**src/rtl/pc_sequencer.sv**
```systemverilog
// Fetch PC sequencer: single-outstanding imem port, priority redirects, and a
// 1-entry output slot backed by a 1-entry hold buffer for decode stalls.
module pc_sequencer #(
  parameter logic [31:0] RESET_VECTOR = 32'h0000_0000,
  parameter logic [31:0] NOP_INST     = 32'h0000_0013
) (
  input  logic        clk,
  input  logic        rst_n,
  input  logic        stall,
  input  logic        br_taken,
  input  logic [31:0] br_target,
  input  logic        trap,
  input  logic [31:0] trap_vec,
  input  logic        mret,
  input  logic [31:0] mepc,
  output logic        imem_req,
  output logic [31:0] imem_addr,
  input  logic        imem_ack,
  input  logic [31:0] imem_rdata,
  output logic        if_valid,
  output logic [31:0] if_pc,
  output logic [31:0] if_inst,
  output logic        flush,
  output logic        misalign
);

  typedef enum logic [1:0] {S_BOOT, S_REQ, S_HOLD} state_t;

  state_t      state;
  logic [31:0] pc;
  logic [31:0] redirect_pc;
  logic        kill_pending;
  logic [31:0] hold_pc;
  logic [31:0] hold_inst;

  logic        redirect;
  logic [31:0] raw_target;
  logic [31:0] target;
  logic        slot_free;

  always_comb begin
    raw_target = br_target;
    if (trap)      raw_target = trap_vec;
    else if (mret) raw_target = mepc;
  end

  assign redirect  = trap | mret | br_taken;
  assign target    = {raw_target[31:2], 2'b00};
  assign slot_free = !if_valid || !stall;

  // The request address is the PC itself; a redirect during an unacked
  // request is parked in redirect_pc so the address stays stable.
  assign imem_req  = (state == S_REQ);
  assign imem_addr = pc;

  always_ff @(posedge clk) begin
    if (!rst_n) begin
      state        <= S_BOOT;
      pc           <= RESET_VECTOR;
      redirect_pc  <= RESET_VECTOR;
      kill_pending <= 1'b0;
      hold_pc      <= '0;
      hold_inst    <= NOP_INST;
      if_valid     <= 1'b0;
      if_pc        <= '0;
      if_inst      <= NOP_INST;
      flush        <= 1'b0;
      misalign     <= 1'b0;
    end else begin
      flush    <= redirect;
      misalign <= redirect && (raw_target[1:0] != 2'b00);
      if (redirect) begin
        if_valid <= 1'b0;
        if_inst  <= NOP_INST;
      end
      case (state)
        S_BOOT: begin
          state <= S_REQ;
          if (redirect) pc <= target;
        end
        S_REQ: begin
          if (redirect) begin
            if (imem_ack) begin
              pc           <= target;
              kill_pending <= 1'b0;
            end else begin
              redirect_pc  <= target;
              kill_pending <= 1'b1;
            end
          end else if (imem_ack && kill_pending) begin
            // Wrong-path data: drop it and start the redirected fetch.
            pc           <= redirect_pc;
            kill_pending <= 1'b0;
            if (!stall) begin
              if_valid <= 1'b0;
              if_inst  <= NOP_INST;
            end
          end else if (imem_ack && slot_free) begin
            if_valid <= 1'b1;
            if_pc    <= pc;
            if_inst  <= imem_rdata;
            pc       <= pc + 32'd4;
          end else if (imem_ack) begin
            hold_pc   <= pc;
            hold_inst <= imem_rdata;
            pc        <= pc + 32'd4;
            state     <= S_HOLD;
          end else if (!stall) begin
            if_valid <= 1'b0;
            if_inst  <= NOP_INST;
          end
        end
        S_HOLD: begin
          if (redirect) begin
            pc    <= target;
            state <= S_REQ;
          end else if (!stall) begin
            if_valid <= 1'b1;
            if_pc    <= hold_pc;
            if_inst  <= hold_inst;
            state    <= S_REQ;
          end
        end
        default: state <= S_BOOT;
      endcase
    end
  end

endmodule

```
**config.mk**
```make
export PLATFORM = sky130hd
export DESIGN_NAME = pc_sequencer
export DESIGN_NICKNAME = d
export VERILOG_FILES = /design/src/rtl/pc_sequencer.sv
export SDC_FILE = /design/constraint.sdc
export NUM_CORES = 1
export LEC_CHECK = 0
export CAP_MARGIN = 25
export CORE_AREA = 2 2 126 159
export DETAILED_ROUTE_END_ITERATION = 10
export DIE_AREA = 0 0 128 161
export PLACE_DENSITY = 0.79
export SYNTH_ARGS = -nofsm -noshare
export SYNTH_HDL_FRONTEND = slang
export SYNTH_SLANG_ARGS = --single-unit
```
**constraint.sdc**
```tcl
create_clock -name clk -period 2.5 [get_ports clk]
set_input_delay 0.5 -clock clk [delete_from_list [all_inputs] [get_ports clk]]
set_output_delay 0.5 -clock clk [all_outputs]
set_load 0.03 [all_outputs]
```
==> summary.md <==
| Metric | Value |
|---|---|
| Hold_buf cts | `0` |
| Std-Cell Core Area | `0.01911 mm2` |
| Dominant cell by count in the synthesized netlist | `nand2_1` |
| VDD IR max | `495.0 uV` |
| Max stage delay on crit path | `0.77 ns` |
| First-pass GRT wire length | `43550 um` |
| Share of cells above drive strength 1 | `9.458%` |
| Most used DFF post-synth | `dfxtp_1` |
| Clock sinks | `190` |
| Status | `finished, final reports clean` |
| Worst-Skew Late Latency | `0.43 ns` |
| Crit-path slowest cell | `clkdlybuf4s50_1` |
| Gate Count Post-Synth | `1177` |
| CTS buffer count | `17` |
| Area after DPL | `0.01212 mm2` |
| Vias | `9342` |
| Max-slew violation count | `0` |
| Die W | `128 um` |
| Ys async rst share | `0%` |
| P_leak | `4.388 nW` |
| Pwr per Cell Area | `605.4 mW/mm2` |
| Post-DRT Antenna Nets | `0` |
| Worst clock skew | `0.008373 ns` |
| CP top delay family | `buffers and inverters` |
| Synth top cells by count | `194 x nand2_1, 190 x dfxtp_1, 123 x a21oi_1, 121 x nor2_1` |
| Synth warn | `0` |
| Startpoint Class | `flip-flop` |
| Synthesis-stage register bit count | `190` |
| Slew headroom | `50.26%` |
| Clk pin slew, worst setup/hold paths | `0.07 ns` |
| 1st-iter DRT viols | `759` |
| Number of flops mapped to enable cells by yosys | `0` |
| RSZ-0062 raised after global routing | `false` |
| CP required | `2.00 ns` |
| GRT Total Usage | `25.76%` |
| Place WS | `0.02570 ns` |
| CP bufs+invs | `1` |
| Share of the synthesized area in the top cell type | `40.27%` |
| DRC | `0` |
| WL final | `26830 um` |
| Height of the die | `161 um` |
| Tcrit/Tclk final | `93.24%` |
| Register area share after synthesis | `40.27%` |
| Avg Inst Size Synth | `8.025 um2` |
| WL/cell | `16.55 um` |
| Max_cap viols | `0` |
| Initial antenna violation count | `0` |
| Root buf cell | `clkbuf_16` |
| Synthesis-to-finish area growth | `34.55%` |
| Clk buf depth | `2` |
| Antenna Cells | `0` |
| Vias per cell | `5.763` |
| DP HPWL | `19040 um` |
| GRT overflow | `0` |
| Final hold viol count | `0` |
| CTS tree | `yes` |
| Die area | `0.02061 mm2` |
| Final min period | `2.331 ns` |
| IO Pins | `235` |
| First drt pass iteration count | `5` |
| Netlist cell types | `67` |
| Htree depth | `4` |
| Fmax | `429.0 MHz` |
| Hold crit path type | `reg2reg` |
| Top post-synthesis cells by area | `dfxtp_1 40%, nand2_1 7.7%, a21oi_1 6.5%` |
| Critical Path AT | `1.83 ns` |
| CP Class | `reg2out` |
| GPL Wtd Cong | `0.9224` |
| Critical Path End Type | `primary output` |
| Final Instance Area | `0.01271 mm2` |
| Setup ws final | `0.1689 ns` |
| Crit-path max FO | `12` |
| CP Cell Sequence | `clkdlybuf4s50_1` |
| Vias in the first global route | `8632` |
| Layout Nets | `1511` |
| Largest net degree at the start of global routing | `89` |
| IO Port Bufs | `230` |
| Rows | `57` |
| Final Setup Violations | `0` |
| Post-Syn Area | `0.009445 mm2` |
| Tightest Pin Transition | `0.7453 ns` |
| Initial Utilization | `49.42%` |
| Leading area contributor after synthesis | `dfxtp_1` |
-- report_power, final --
part	internal [mW]	leakage, nW	total [mW]	switching, mW
clock	1.43	0.288	2.73	1.30
combinational	0.748	2.56	1.64	0.890
sequential	3.15	1.54	3.33	0.181
-- path summary, 6_finish.rpt --
check / from / to / slack [ns] / cells past startpoint
worst min-delay path: redirect_pc[25] / redirect_pc[25] / 0.45 / 2
worst min register to register: redirect_pc[25] / redirect_pc[25] / 0.45 / 2
worst max-delay path: imem_addr[10] / imem_addr[10] / 0.17 / 1
worst max register to register: state[0] / imem_addr[31] / 0.29 / 7
-- area by class of cell --
type | count | area, um2
clock buffer | 17 | 425.4
clock inverter | 15 | 161.4
fill | 1589 | 6405
inverter | 9 | 36.28
multi-input combinational | 869 | 5121
sequential | 190 | 3804
tap | 236 | 295.3
timing repair buffer | 285 | 2865
-- timing repair --
item,4_1_cts,5_1_grt
setup buffers,0,0
gates resized for setup,0,1
endpoints found under the hold margin,0,0
endpoints found under the setup margin,0,1
-- layer usage --
metal | global-route usage, % | share of wire (%) | vias to the layer above
met2 | 43.05 | 48 | 424
met3 | 4.604 | 7.1 | 54
met4 | 9.990 | 2.9 | 0
met5 | 0 | 0 | -
met1 | 33.05 | 42 | 4296
li1 | - | - | 4568
-- kinds of logic (layout without fill, tap and decap cells) --
kind of cell,after synthesis,count (layout),synth area share (%)
simple gates,424,424,20.04
compound gates,345,345,23.58
flops,190,190,40.27
buf+inv,121,326,5.829
mux,73,73,7.948
xor+xnor,19,19,1.762
fa+ha+maj,4,4,0.5299
other cells,1,4,0.03970
-- through the flow --
stage               hold WS [ns]  total power, mW  instances  util, %  TNS, ns
finish                    0.4536            7.694       1621    66.49        0
CTS                       0.4555            7.715       1621    66.48        0
global route              0.4666            8.005       1621    66.49        0
detailed placement        0.4465            5.018       1589    63.41        0
floorplan                 0.4312            4.272       1180        -        0
global placement          0.4395            4.991       1588    63.33   -1.822
-- cell usage in the layout (no fill, tap or decap), types with 4 or more instances in the layout --
cell and count:
clkdlybuf4s50_1 227, nand2_1 194, dfxtp_1 190, a21oi_1 123, nor2_1 119, o21ai_0 57, mux2i_1 57, buf_4 42
a211oi_1 38, a22oi_1 34, a22o_1 29, nor3_1 23, nand3_1 20, clkbuf_16 17, mux2_2 16, o211ai_1 14
xnor2_1 13, buf_12 12, nand4_1 10, nand2b_1 10, inv_1 8, o22ai_1 8, o21a_1 7, or3_1 7
inv_6 7, o221a_2 6, xor2_1 6, and3_1 5, and4_1 5, nor4_1 5, and2_1 4, o211a_1 4
o2bb2ai_1 4, conb_1 4, inv_8 4
-- flip-flops by register name, indices dropped and copies added (netlist names) --
signal and cells:
kill_pending 1, imem_addr 30, misalign 1, state 2
hold_inst 32, if_inst 32, if_valid 1, if_pc 30
flush 1, hold_pc 30, redirect_pc 30
Note: power is estimated with default switching activity, not from simulation.
